File: src/rtl/mdu_pkg.sv
// Shared types and constants for the multiply/divide sequencer (mdu_ctrl, div_core, mdu_ctrl_if).
package mdu_pkg;

    localparam int unsigned XLEN  = 32;
    localparam int unsigned OP_W  = 3;
    localparam int unsigned CNT_W = 6;
    localparam int unsigned ITERS = 32;

    localparam logic [OP_W-1:0] OP_MULT  = 3'd0;
    localparam logic [OP_W-1:0] OP_MULTU = 3'd1;
    localparam logic [OP_W-1:0] OP_DIV   = 3'd2;
    localparam logic [OP_W-1:0] OP_DIVU  = 3'd3;
    localparam logic [OP_W-1:0] OP_MTHI  = 3'd4;
    localparam logic [OP_W-1:0] OP_MTLO  = 3'd5;

    localparam logic [XLEN-1:0] DIV_ZERO_Q = 32'hFFFF_FFFF;

    typedef enum logic [1:0] {
        ST_IDLE = 2'd0,
        ST_MUL  = 2'd1,
        ST_DIV  = 2'd2,
        ST_DONE = 2'd3
    } mdu_state_e;

    // One HI/LO write transaction
    typedef struct packed {
        logic            hi_we;
        logic            lo_we;
        logic [XLEN-1:0] hi;
        logic [XLEN-1:0] lo;
    } hilo_wr_t;

    function automatic logic is_signed_op(input logic [OP_W-1:0] op);
        return (op == OP_MULT) || (op == OP_DIV);
    endfunction

    function automatic logic is_mul_op(input logic [OP_W-1:0] op);
        return (op == OP_MULT) || (op == OP_MULTU);
    endfunction

    function automatic logic is_div_op(input logic [OP_W-1:0] op);
        return (op == OP_DIV) || (op == OP_DIVU);
    endfunction

    // Magnitude of x, treating it as signed only when sgn is set
    function automatic logic [XLEN-1:0] mag(input logic [XLEN-1:0] x, input logic sgn);
        return (sgn && x[XLEN-1]) ? (~x + XLEN'(1)) : x;
    endfunction

    // One shift-add step: {upper, lower} where lower starts as the multiplier
    function automatic logic [2*XLEN-1:0] mul_step(input logic [2*XLEN-1:0] acc,
                                                   input logic [XLEN-1:0]   mcand);
        logic [XLEN:0] sum;
        sum = {1'b0, acc[2*XLEN-1:XLEN]} + (acc[0] ? {1'b0, mcand} : (XLEN+1)'(0));
        return {sum, acc[XLEN-1:1]};
    endfunction

endpackage

File: src/rtl/mdu_ctrl_if.sv
// Pipeline <-> MDU request and HI/LO write bundle; master is the EX stage, slave is mdu_ctrl.
interface mdu_ctrl_if;

    logic                           req_valid;
    logic [mdu_pkg::OP_W-1:0]       req_op;
    logic [mdu_pkg::XLEN-1:0]       req_a;
    logic [mdu_pkg::XLEN-1:0]       req_b;
    logic                           req_ready;
    logic                           flush;
    logic                           stall;
    logic                           hi_we;
    logic                           lo_we;
    logic [mdu_pkg::XLEN-1:0]       hi_wdata;
    logic [mdu_pkg::XLEN-1:0]       lo_wdata;

    modport master (
        output req_valid, req_op, req_a, req_b, flush,
        input  req_ready, stall, hi_we, lo_we, hi_wdata, lo_wdata
    );

    modport slave (
        input  req_valid, req_op, req_a, req_b, flush,
        output req_ready, stall, hi_we, lo_we, hi_wdata, lo_wdata
    );

endinterface

File: src/rtl/div_core.sv
// Restoring shift-subtract divider on unsigned magnitudes; 32 iterations after start.
// done_c and the quotient/remainder outputs are combinational and valid in the final iteration cycle.
module div_core
    import mdu_pkg::*;
(
    input  logic            clk,
    input  logic            resetn,
    input  logic            start,
    input  logic            abort,
    input  logic [XLEN-1:0] dividend,
    input  logic [XLEN-1:0] divisor,
    output logic            done_c,
    output logic [XLEN-1:0] quotient_c,
    output logic [XLEN-1:0] remainder_c
);

    logic            busy_q, busy_d;
    logic [CNT_W-1:0] cnt_q, cnt_d;
    logic [XLEN-1:0] rem_q, rem_d;
    logic [XLEN-1:0] quo_q, quo_d;
    logic [XLEN-1:0] dvs_q, dvs_d;

    logic [XLEN:0]   shifted_c;
    logic            ge_c;

    // Partial remainder stays below the divisor, so a 32-bit subtract suffices when ge_c
    assign shifted_c   = {rem_q, quo_q[XLEN-1]};
    assign ge_c        = (shifted_c >= {1'b0, dvs_q});
    assign remainder_c = ge_c ? (shifted_c[XLEN-1:0] - dvs_q) : shifted_c[XLEN-1:0];
    assign quotient_c  = {quo_q[XLEN-2:0], ge_c};
    assign done_c      = busy_q & (cnt_q == CNT_W'(ITERS - 1));

    always_comb begin
        busy_d = busy_q;
        cnt_d  = cnt_q;
        rem_d  = rem_q;
        quo_d  = quo_q;
        dvs_d  = dvs_q;
        if (abort) begin
            busy_d = 1'b0;
            cnt_d  = '0;
        end else if (start) begin
            busy_d = 1'b1;
            cnt_d  = '0;
            rem_d  = '0;
            quo_d  = dividend;
            dvs_d  = divisor;
        end else if (busy_q) begin
            rem_d = remainder_c;
            quo_d = quotient_c;
            if (done_c) begin
                busy_d = 1'b0;
                cnt_d  = '0;
            end else begin
                cnt_d = cnt_q + CNT_W'(1);
            end
        end
    end

    always_ff @(posedge clk or negedge resetn) begin
        if (!resetn) begin
            busy_q <= 1'b0;
            cnt_q  <= '0;
            rem_q  <= '0;
            quo_q  <= '0;
            dvs_q  <= '0;
        end else begin
            busy_q <= busy_d;
            cnt_q  <= cnt_d;
            rem_q  <= rem_d;
            quo_q  <= quo_d;
            dvs_q  <= dvs_d;
        end
    end

endmodule

File: src/rtl/mdu_ctrl.sv
// HI/LO multiply/divide sequencer: accepts one op in IDLE, iterates, then issues one HI/LO write.
// Build option MDU_FAST_MUL_EN: MULT/MULTU complete in one cycle via a combinational multiplier.
module mdu_ctrl
    import mdu_pkg::*;
(
    input  logic      clk,
    input  logic      resetn,
    mdu_ctrl_if.slave bus
);

    mdu_state_e        state_q, state_d;
    hilo_wr_t          wr_q, wr_d;
    logic [XLEN-1:0]   a_q, a_d;
    logic              q_neg_q, q_neg_d;
    logic              r_neg_q, r_neg_d;
    logic              dz_q, dz_d;
    logic [XLEN-1:0]   mcand_q, mcand_d;
    logic [2*XLEN-1:0] acc_q, acc_d;
    logic [CNT_W-1:0]  cnt_q, cnt_d;

    logic              accept_c;
    logic              sgn_c;
    logic [XLEN-1:0]   a_mag_c, b_mag_c;
    logic              div_start_c, div_done_c;
    logic [XLEN-1:0]   div_quo_c, div_rem_c;
    logic [2*XLEN-1:0] mul_res_c;

    assign bus.req_ready = (state_q == ST_IDLE);
    assign accept_c      = bus.req_valid & bus.req_ready & ~bus.flush;
    assign sgn_c         = is_signed_op(bus.req_op);
    assign a_mag_c       = mag(bus.req_a, sgn_c);
    assign b_mag_c       = mag(bus.req_b, sgn_c);

`ifdef MDU_FAST_MUL_EN
    logic signed [2*XLEN+1:0] fast_prod_c;
    assign fast_prod_c = $signed({sgn_c & bus.req_a[XLEN-1], bus.req_a})
                       * $signed({sgn_c & bus.req_b[XLEN-1], bus.req_b});
    assign bus.stall   = (bus.req_valid & bus.req_ready & is_div_op(bus.req_op))
                       | (state_q == ST_DIV);
`else
    assign bus.stall   = (bus.req_valid & bus.req_ready
                          & (is_mul_op(bus.req_op) | is_div_op(bus.req_op)))
                       | (state_q == ST_MUL) | (state_q == ST_DIV);
`endif

    // A flush arriving in the write cycle cancels the write
    assign bus.hi_we    = wr_q.hi_we & ~bus.flush;
    assign bus.lo_we    = wr_q.lo_we & ~bus.flush;
    assign bus.hi_wdata = wr_q.hi;
    assign bus.lo_wdata = wr_q.lo;

    div_core u_div_core (
        .clk         (clk),
        .resetn      (resetn),
        .start       (div_start_c),
        .abort       (bus.flush),
        .dividend    (a_mag_c),
        .divisor     (b_mag_c),
        .done_c      (div_done_c),
        .quotient_c  (div_quo_c),
        .remainder_c (div_rem_c)
    );

    always_ff @(posedge clk or negedge resetn) begin
        if (!resetn) begin
            state_q <= ST_IDLE;
        end else begin
            state_q <= state_d;
        end
    end

    always_comb begin
        state_d = state_q;
        unique case (state_q)
            ST_IDLE: begin
                if (accept_c) begin
                    if ((bus.req_op == OP_MTHI) || (bus.req_op == OP_MTLO)) begin
                        state_d = ST_DONE;
                    end else if (is_mul_op(bus.req_op)) begin
`ifdef MDU_FAST_MUL_EN
                        state_d = ST_DONE;
`else
                        state_d = ST_MUL;
`endif
                    end else if (is_div_op(bus.req_op)) begin
                        state_d = ST_DIV;
                    end
                end
            end
            ST_MUL:  if (cnt_q == CNT_W'(ITERS - 1)) state_d = ST_DONE;
            ST_DIV:  if (div_done_c) state_d = ST_DONE;
            ST_DONE: state_d = ST_IDLE;
            default: state_d = ST_IDLE;
        endcase
        if (bus.flush) state_d = ST_IDLE;
    end

    // Datapath next values and the registered write
    always_comb begin
        wr_d        = wr_q;
        wr_d.hi_we  = 1'b0;
        wr_d.lo_we  = 1'b0;
        a_d         = a_q;
        q_neg_d     = q_neg_q;
        r_neg_d     = r_neg_q;
        dz_d        = dz_q;
        mcand_d     = mcand_q;
        acc_d       = acc_q;
        cnt_d       = cnt_q;
        div_start_c = 1'b0;
        mul_res_c   = '0;
        unique case (state_q)
            ST_IDLE: begin
                if (accept_c) begin
                    a_d     = bus.req_a;
                    q_neg_d = sgn_c & (bus.req_a[XLEN-1] ^ bus.req_b[XLEN-1]);
                    r_neg_d = sgn_c & bus.req_a[XLEN-1];
                    dz_d    = (bus.req_b == '0);
                    mcand_d = a_mag_c;
                    acc_d   = {XLEN'(0), b_mag_c};
                    cnt_d   = '0;
                    if (bus.req_op == OP_MTHI) begin
                        wr_d.hi_we = 1'b1;
                        wr_d.hi    = bus.req_a;
                    end else if (bus.req_op == OP_MTLO) begin
                        wr_d.lo_we = 1'b1;
                        wr_d.lo    = bus.req_a;
                    end else if (is_div_op(bus.req_op)) begin
                        div_start_c = 1'b1;
                    end
`ifdef MDU_FAST_MUL_EN
                    if (is_mul_op(bus.req_op)) begin
                        wr_d.hi_we           = 1'b1;
                        wr_d.lo_we           = 1'b1;
                        {wr_d.hi, wr_d.lo}   = fast_prod_c[2*XLEN-1:0];
                    end
`endif
                end
            end
            ST_MUL: begin
                acc_d = mul_step(acc_q, mcand_q);
                cnt_d = cnt_q + CNT_W'(1);
                if (cnt_q == CNT_W'(ITERS - 1)) begin
                    mul_res_c          = q_neg_q ? (~acc_d + (2*XLEN)'(1)) : acc_d;
                    wr_d.hi_we         = 1'b1;
                    wr_d.lo_we         = 1'b1;
                    {wr_d.hi, wr_d.lo} = mul_res_c;
                    cnt_d              = '0;
                end
            end
            ST_DIV: begin
                if (div_done_c) begin
                    wr_d.hi_we = 1'b1;
                    wr_d.lo_we = 1'b1;
                    if (dz_q) begin
                        wr_d.lo = DIV_ZERO_Q;
                        wr_d.hi = a_q;
                    end else begin
                        wr_d.lo = q_neg_q ? (~div_quo_c + XLEN'(1)) : div_quo_c;
                        wr_d.hi = r_neg_q ? (~div_rem_c + XLEN'(1)) : div_rem_c;
                    end
                end
            end
            default: ;
        endcase
        if (bus.flush) begin
            wr_d       = wr_q;
            wr_d.hi_we = 1'b0;
            wr_d.lo_we = 1'b0;
            cnt_d      = '0;
        end
    end

    always_ff @(posedge clk or negedge resetn) begin
        if (!resetn) begin
            wr_q    <= '0;
            a_q     <= '0;
            q_neg_q <= 1'b0;
            r_neg_q <= 1'b0;
            dz_q    <= 1'b0;
            mcand_q <= '0;
            acc_q   <= '0;
            cnt_q   <= '0;
        end else begin
            wr_q    <= wr_d;
            a_q     <= a_d;
            q_neg_q <= q_neg_d;
            r_neg_q <= r_neg_d;
            dz_q    <= dz_d;
            mcand_q <= mcand_d;
            acc_q   <= acc_d;
            cnt_q   <= cnt_d;
        end
    end

endmodule
File: src/flat_wrapper.sv
// flat-port wrapper written by rule: the top's interface ports become plain ports
module mdu_ctrl_flat import mdu_pkg::*;
  (clk, resetn, bus_req_valid, bus_req_op, bus_req_a, bus_req_b, bus_flush, bus_req_ready, bus_stall, bus_hi_we, bus_lo_we, bus_hi_wdata, bus_lo_wdata);
  mdu_ctrl_if bus_i ();
  input  logic clk;
  input  logic resetn;
  input wire logic [$bits(bus_i.req_valid)-1:0] bus_req_valid;
  input wire logic [$bits(bus_i.req_op)-1:0] bus_req_op;
  input wire logic [$bits(bus_i.req_a)-1:0] bus_req_a;
  input wire logic [$bits(bus_i.req_b)-1:0] bus_req_b;
  input wire logic [$bits(bus_i.flush)-1:0] bus_flush;
  output wire logic [$bits(bus_i.req_ready)-1:0] bus_req_ready;
  output wire logic [$bits(bus_i.stall)-1:0] bus_stall;
  output wire logic [$bits(bus_i.hi_we)-1:0] bus_hi_we;
  output wire logic [$bits(bus_i.lo_we)-1:0] bus_lo_we;
  output wire logic [$bits(bus_i.hi_wdata)-1:0] bus_hi_wdata;
  output wire logic [$bits(bus_i.lo_wdata)-1:0] bus_lo_wdata;
  assign bus_i.req_valid = bus_req_valid;
  assign bus_i.req_op = bus_req_op;
  assign bus_i.req_a = bus_req_a;
  assign bus_i.req_b = bus_req_b;
  assign bus_i.flush = bus_flush;
  assign bus_req_ready = bus_i.req_ready;
  assign bus_stall = bus_i.stall;
  assign bus_hi_we = bus_i.hi_we;
  assign bus_lo_we = bus_i.lo_we;
  assign bus_hi_wdata = bus_i.hi_wdata;
  assign bus_lo_wdata = bus_i.lo_wdata;
  mdu_ctrl u_core (.clk(clk), .resetn(resetn), .bus(bus_i));
endmodule
File: config.mk
export PLATFORM = sky130hd
export DESIGN_NAME = mdu_ctrl_flat
export DESIGN_NICKNAME = d
export VERILOG_FILES = /design/src/rtl/mdu_pkg.sv /design/src/rtl/mdu_ctrl_if.sv /design/src/rtl/div_core.sv /design/src/rtl/mdu_ctrl.sv /design/src/flat_wrapper.sv
export SDC_FILE = /design/constraint.sdc
export NUM_CORES = 1
export LEC_CHECK = 0
export BUFFER_PORTS_ARGS = -buffer_cell sky130_fd_sc_hd__buf_2
export CAP_MARGIN = 10
export CORE_MARGIN = 2
export CORE_UTILIZATION = 45
export DETAILED_ROUTE_END_ITERATION = 8
export MAX_ROUTING_LAYER = met4
export PLACE_DENSITY = 0.62
export SLEW_MARGIN = 40
export SYNTH_ARGS = -nofsm -noshare
export SYNTH_HDL_FRONTEND = slang
export SYNTH_SLANG_ARGS = --single-unit
File: constraint.sdc
create_clock -name clk -period 6.4 [get_ports clk]
set_input_delay 0.32 -clock clk [delete_from_list [all_inputs] [get_ports clk]]
set_output_delay 0.32 -clock clk [all_outputs]
set_load 0.05 [all_outputs]
**Word level (Yosys, flattened, before mapping)**

Cells that the tools add are included.

- Latch bits: 0
- Memories: 0
- Bits in registers: 308
- ROM bits: 0
- Bits in writable memories: 0
- Input port bits: 71
- Output and inout port bits: 68
- Word-level logic and storage cells: 137

- Multiply operators: 0
- Magnitude comparators: 1
- Add/sub/neg operators: 9
- Multiplexer cells: 50
- Shift-type cells: 0
- Divide/modulo/power cells: 0
- Eq/ne operators: 20
- Reductions and logical operators: 22
- Bitwise gates (word level): 18

Operators by type and width:

| kind | number |
|---|---|
| 32-bit 2-to-1 mux | 13 |
| 66-bit 2-to-1 mux | 4 |
| 66-bit case mux with 3 select lines | 1 |
| 64-bit 2-to-1 mux | 3 |
| 32-bit by 1-bit adder with 32-bit output, second input constant | 4 |
| 32-bit inverter | 4 |
| 64-bit case mux with 2 select lines | 1 |
| 64-bit by 1-bit adder with 64-bit output, second input constant | 1 |
| 64-bit inverter | 1 |
| 6-bit 2-to-1 mux | 7 |
| 32-bit by 33-bit adder with 33-bit output | 1 |
| 33-bit by 32-bit >= comparator with 1-bit output | 1 |
| 32-bit zero test | 1 |
| 32-bit subtractor | 1 |
| 2-bit 2-to-1 mux | 7 |
| 6-bit by 1-bit adder with 6-bit output, second input constant | 2 |
| 6-bit by 5-bit == test with 1-bit output, second input constant | 2 |
| 1-bit 2-to-1 mux | 12 |
| 6-bit case mux with 2 select lines | 1 |
| 2-bit != test, second input constant | 5 |
| 2-bit AND reduction | 5 |
| 3-bit nonzero test | 3 |
| 1-bit AND | 8 |
| 2-bit case mux with 4 select lines | 1 |
| other kinds (20) | 31 |

**Depth between registers and ports, before layout**

- Depth after elaboration: 9
- Gate-level depth with buffers: 26
- Mapped depth without buffers: 19

**By module**

From an unflattened synthesis, not the netlist that was laid out.

- Cells, all modules: 2781
- Area, all modules: 22542.9 µm²

By module, submodules not included:

| module | cells each | area each (µm²) | times used | sequential area each (µm²) |
|---|---|---|---|---|
| mdu_ctrl | 2030 | 15796.4 | 1 | 5104.9 |
| div_core | 751 | 6746.5 | 1 | 2577.5 |

**Worst setup path after synthesis**

OpenSTA, ideal clock, no wires.

- Kind: register to register
- From: reg u_core.u_div_core.rem_q[4]
- To: reg u_core.wr_q (netlist bit u_core.bus.hi_wdata[26])
- Clock period less this slack: 5.769 ns
- Setup time: 0.128 ns
- Stages on the path, launching flop included: 25
- Required time: 6.272 ns
- Slack: 0.631 ns
- Data arrival time: 5.641 ns
- Path buffers: 6
- Path through: dfrtp_1 > ha_1 > buf_4 > nand2_2 > or3_4 > a21o_1 > a211oi_2 > or2_1 > buf_6 > buf_6 > buf_6 > buf_2 > buf_2 > nand2_1 > o21ai_0 > ha_1 > inv_1 > or4_1 > or4_1 > o41ai_2 > nand4bb_1 > or2_0 > or3_1 > a31oi_1 > a31oi_1

- Longest elaborated chain between the ends: 8
- Elaborated cells on any way between the ends: 9
- Classes of those cells: add/sub: 2; order compare: 1; mux: 5; bitwise: 1

Ends and longest elaborated chain:

| item | RTL line | text |
|---|---|---|
| start, declared | div_core.sv:19 | `logic [XLEN-1:0] rem_q, rem_d;` |
| start signal, assigned | div_core.sv:70 | `rem_q <= rem_d;` |
| 32-bit subtractor / 33-bit by 32-bit >= comparator with 1-bit output (equally long branches) | div_core.sv:29, div_core.sv:28 |  |
| 32-bit 2-to-1 mux (*) | div_core.sv:29 | `assign remainder_c = ge_c ? (shifted_c[XLEN-1:0] - dvs_q) : shifted_c[XLEN-1:0];` |
| 32-bit inverter | mdu_ctrl.sv:160 | `wr_d.hi = r_neg_q ? (~div_rem_c + XLEN'(1)) : div_rem_c;` |
| 32-bit by 1-bit adder with 32-bit output | mdu_ctrl.sv:160 |  |
| 32-bit 2-to-1 mux (*) | mdu_ctrl.sv:160 |  |
| 64-bit 2-to-1 mux (*) | mdu_ctrl.sv:155 | `if (dz_q) begin` |
| 66-bit 2-to-1 mux (*) | mdu_ctrl.sv:152 | `if (div_done_c) begin` |
| 66-bit case mux with 3 select lines (*) | mdu_ctrl.sv:112 | `unique case (state_q)` |
| end signal, assigned | mdu_ctrl.sv:185 | `wr_q <= wr_d;` |
| end, declared | mdu_ctrl.sv:12 | `hilo_wr_t wr_q, wr_d;` |

Mark *: on every way between the ends. The rest lies on a longest branch, timed or not. The select of a mux whose other input is x is not followed.
A chain may end at the register's enable or synchronous reset.

**Final worst setup path**

- From: reg u_core.u_div_core.rem_q[6]
- To: reg u_core.wr_q (netlist bit u_core.bus.hi_wdata[26])

The elaborated chain is that of the path after synthesis.

==> results.py <==
metrics = {
    "global_route": {
        "grt_overflow": 0,
        "antenna_found_initial": 2,
        "gr-max-usage-layer": "met2",
        "use_met2_pct": 47.2,
        "globalRouteMet1Util_pct": 44.1,
        "grt_max_degree": 110,
        "grt_pass1_vias": 19700,
        "track_usage_pct": 31.8,
        "met3_usage_pct": 5.28,
        "grt_pass1_wl_mm": 121,
    },
    "worst_hold_path": {
        "min_from": "bus_req_a[28]",
        "hold_path_end": "u_core.a_q[28]$_DFFE_PN0P_",
        "hold_path_class": "input port to register",
        "hold_depth": 3,
    },
    "place": {
        "post-place-ws_ns": 0.500,
        "dpl_cell_area_um2": 22800,
        "hpwl_mm": 59.1,
        "place_congestion": 0.955,
        "port_buffers": 138,
    },
    "cells_and_area": {
        "regArea_um2": 7690,
        "synthToLayoutAreaGrowth_pct": 8.76,
        "final_area_um2": 24200,
        "layout-drive-gt1-share_pct": 11.3,
        "num-nets-final": 2852,
        "multi_input_area_um2": 13100,
        "n_fill_cell": 4816,
    },
    "synthesis": {
        "synth_edf_count": 0,
        "ys_async_sr_fraction_pct": 100,
        "yosys.area_share.xor_xnor_pct": 8.91,
        "yosysWarnings": 0,
        "syn_inst": 2727,
        "syn_nets": 2876,
        "syn-cell-area_um2": 22200,
        "avgSynthCellArea_um2": 8.15,
        "synth_compound_area_share_pct": 25.0,
        "synth_simple_gate_area_share_pct": 19.2,
        "synth_fa_ha_area_share_pct": 4.46,
        "yosysTopAreaCell": "dfrtp_1",
        "synthFlopType": "dfrtp_1",
        "synth.top_cell.area_share_pct": 34.6,
        "yosys-top-cells-count": "442 x nand2_1, 307 x dfrtp_1, 283 x o21ai_0, 179 x a21oi_1, 157 x xnor2_1",
        "yosysMostFrequentCell": "nand2_1",
        "synth_top_family_by_area": "compound AO/OA/AOI/OAI gates",
        "muxShareOfSynthArea_pct": 1.13,
        "yosysUniqueCellTypes": 97,
        "ys_ff_latch": 307,
        "synthTopCellsByArea": "dfrtp_1 35%, nand2_1 7.5%, o21ai_0 6.4%",
        "ys_seq_area_share_pct": 34.6,
    },
    "sta": {
        "hold_viol": 0,
        "max_slew.worst_pin.slew_ns": 0.950,
        "slew_violations": 0,
        "finalSetupViolCount": 0,
        "layout_min_cycle_time_ns": 5.92,
        "fin_crit_sh_pct": 92.4,
        "max_freq_mhz": 169,
        "fin_skew_ns": 0.0251,
        "setup_slack_ns": 0.484,
        "slew_headroom_pct": 36.2,
        "tns_ns": 0,
        "grt_setup_unrepaired": "no",
    },
    "job": {
        "maxCapViolations": 0,
    },
    "floorplanning": {
        "initial_utilization_pct": 45.5,
        "boundaryPins": 139,
        "rows": 81,
        "die_w_um": 226,
        "coreArea_um2": 48800,
        "dieArea_um2": 51200,
        "die_h_um": 226,
    },
    "routing": {
        "drt_pre_antenna_iters": 8,
        "drc_errors": 0,
        "wl_per_cell_um": 23.3,
        "wirelength_mm": 79.0,
        "drt-vias-per-instance": 6.20,
        "ant_nets": 0,
        "vias": 21100,
        "dr.first_iter.drc_count": 2344,
    },
    "pwr": {
        "ir_worst_vdd_uv": 310,
        "finalPower_uw": 14300,
        "powerDensity_nw_per_um2": 593,
        "p_leak_uw": 0.0102,
    },
    "setup_path": {
        "worst_setup_path_end_kind": "register",
        "cp.arrival_ns": 6.36,
        "regToRegEndpoint": "u_core.bus.hi_wdata[26]$_DFFE_PN0P_",
        "ff2ff_path_depth": 18,
        "worstSetupPathType": "register to register",
        "critPathLaunchType": "register",
        "r2r_start": "u_core.u_div_core.rem_q[6]$_DFFE_PN0P_",
        "crit_path_max_fanout": 11,
        "required_ns": 6.84,
        "regToRegSetupSlack_ns": 0.48,
    },
    "clock_network": {
        "clock_sinks": 307,
        "cts_tree": "built",
        "htree_num_levels": 2,
        "clock_latency_ns": 0.57,
        "ctsRootBufferMaster": "clkbuf_16",
        "numCtsBuffers": 38,
        "clk_pin_slew_ns": 0.06,
        "max-clock-path-buffers": 3,
    },
    "outcome": {
        "outcome": "finished clean",
    },
}
[report_power, final]
group / total (uW) / switching (uW) / internal (uW)
Sequential: 3490 / 774 / 2710
Combinational: 8590 / 5730 / 2860
Clock: 2250 / 906 / 1340
[state kept, by name (all words and copies together), names as in the netlist, 31 cells and up]
name and cells:
u_core.bus.lo_wdata 32, u_core.u_div_core.rem_q 32, u_core.u_div_core.quo_q 32, u_core.acc_q 64, u_core.bus.hi_wdata 32, u_core.mcand_q 32, u_core.u_div_core.dvs_q 32, u_core.a_q 31
[kinds of logic (layout without fill, tap and decap cells)]
family / after synthesis / count (layout)
adders and majority gates: 78 / 78
other: 0 / 1
DFF: 307 / 307
and+or+nand+nor: 917 / 917
buffers and inverters: 306 / 309
muxes: 22 / 22
xor gates and xnor gates: 226 / 226
AOI/OAI and AO/OA: 871 / 871
[layout make-up]
class                      count  share of cell area (%)
multi-input combinational   2114                    54.4
inverter                      72                    1.13
antenna                        1                  0.0104
tap                          664                    3.44
clock inverter                11                   0.585
sequential                   307                    31.8
timing repair buffer         170                    3.99
clock buffer                  56                    4.68
[worst max-delay path: stages (launching register included)]
cell and delay, ns:
dfrtp_1 0.44, ha_1 0.55, nand2_1 0.18, or3_4 0.41, a21o_1 0.20, a211oi_2 0.36, or2_2 0.24, inv_4 0.04
mux2i_1 0.24, ha_1 0.20, inv_1 0.08, or4_1 0.59, or4_1 0.59, o41ai_2 0.46, nand4bb_2 0.32, or2_0 0.30
or3_1 0.31, a31oi_1 0.19, a31oi_1 0.10
[through the flow]
step | std cells | util [%] | hold WS, ns
3_5_place_dp | 3324 | 46.8 | 0.456
4_1_cts | 3392 | 49.4 | 0.0169
2_1_floorplan | 2727 | - | 0.0244
6_report | 3395 | 49.5 | 0.0372
5_1_grt | 3395 | 49.5 | 0.0493
3_3_place_gp | 3324 | 46.6 | 0.442
[cells in the final DEF (no fill, tap or decap), types with 39 or more instances in the layout]
| cell | Yosys | routed |
|---|---|---|
| a31oi_1 | 55 | 55 |
| clkbuf_16 | 0 | 39 |
| buf_2 | 11 | 138 |
| nand2_1 | 442 | 441 |
| xnor2_1 | 157 | 153 |
| nor2_1 | 156 | 153 |
| xor2_1 | 69 | 69 |
| o22ai_1 | 49 | 49 |
| dfrtp_1 | 307 | 305 |
| o21ai_0 | 283 | 283 |
| nand3_1 | 48 | 48 |
| and2_1 | 41 | 39 |
| a21oi_1 | 179 | 177 |
| a21o_1 | 48 | 47 |
| nor3_1 | 42 | 42 |
| inv_1 | 71 | 71 |
| ha_1 | 76 | 76 |
[how the worst max path moves through the flow]
| stage | to | depth (start not counted) | start | slack [ns] |
|---|---|---|---|---|
| 2_1_floorplan | u_core.bus.hi_wdata[26]$_DFFE_PN0P_ | 24 | u_core.u_div_core.rem_q[4]$_DFFE_PN0P_ | 0.63 |
| 3_3_place_gp | u_core.bus.hi_wdata[26]$_DFFE_PN0P_ | 18 | u_core.u_div_core.rem_q[6]$_DFFE_PN0P_ | 0.68 |
| 3_5_place_dp | u_core.bus.hi_wdata[26]$_DFFE_PN0P_ | 18 | u_core.u_div_core.rem_q[6]$_DFFE_PN0P_ | 0.50 |
| 4_1_cts | u_core.bus.hi_wdata[26]$_DFFE_PN0P_ | 18 | u_core.u_div_core.rem_q[6]$_DFFE_PN0P_ | 0.46 |
| 5_1_grt | u_core.bus.hi_wdata[26]$_DFFE_PN0P_ | 18 | u_core.u_div_core.rem_q[27]$_DFFE_PN0P_ | 0.006 |
| 6_report | u_core.bus.hi_wdata[26]$_DFFE_PN0P_ | 18 | u_core.u_div_core.rem_q[6]$_DFFE_PN0P_ | 0.48 |
[metal layers]
layer	vias to the layer above	routed length, um
li1	9659	-
met1	10300	35000
met2	984	35200
met3	140	6310
met4	0	2560
met5	-	0
[repair_timing]
item / in CTS / in global routing
setup endpoints to repair: 0 / 1
buffers inserted: 0 / 0
hold buffers: 1 / 0
hold endpoints to repair: 105 / 0
resized for setup: 0 / 1
No activity file was read; power rests on OpenSTA's default activity.
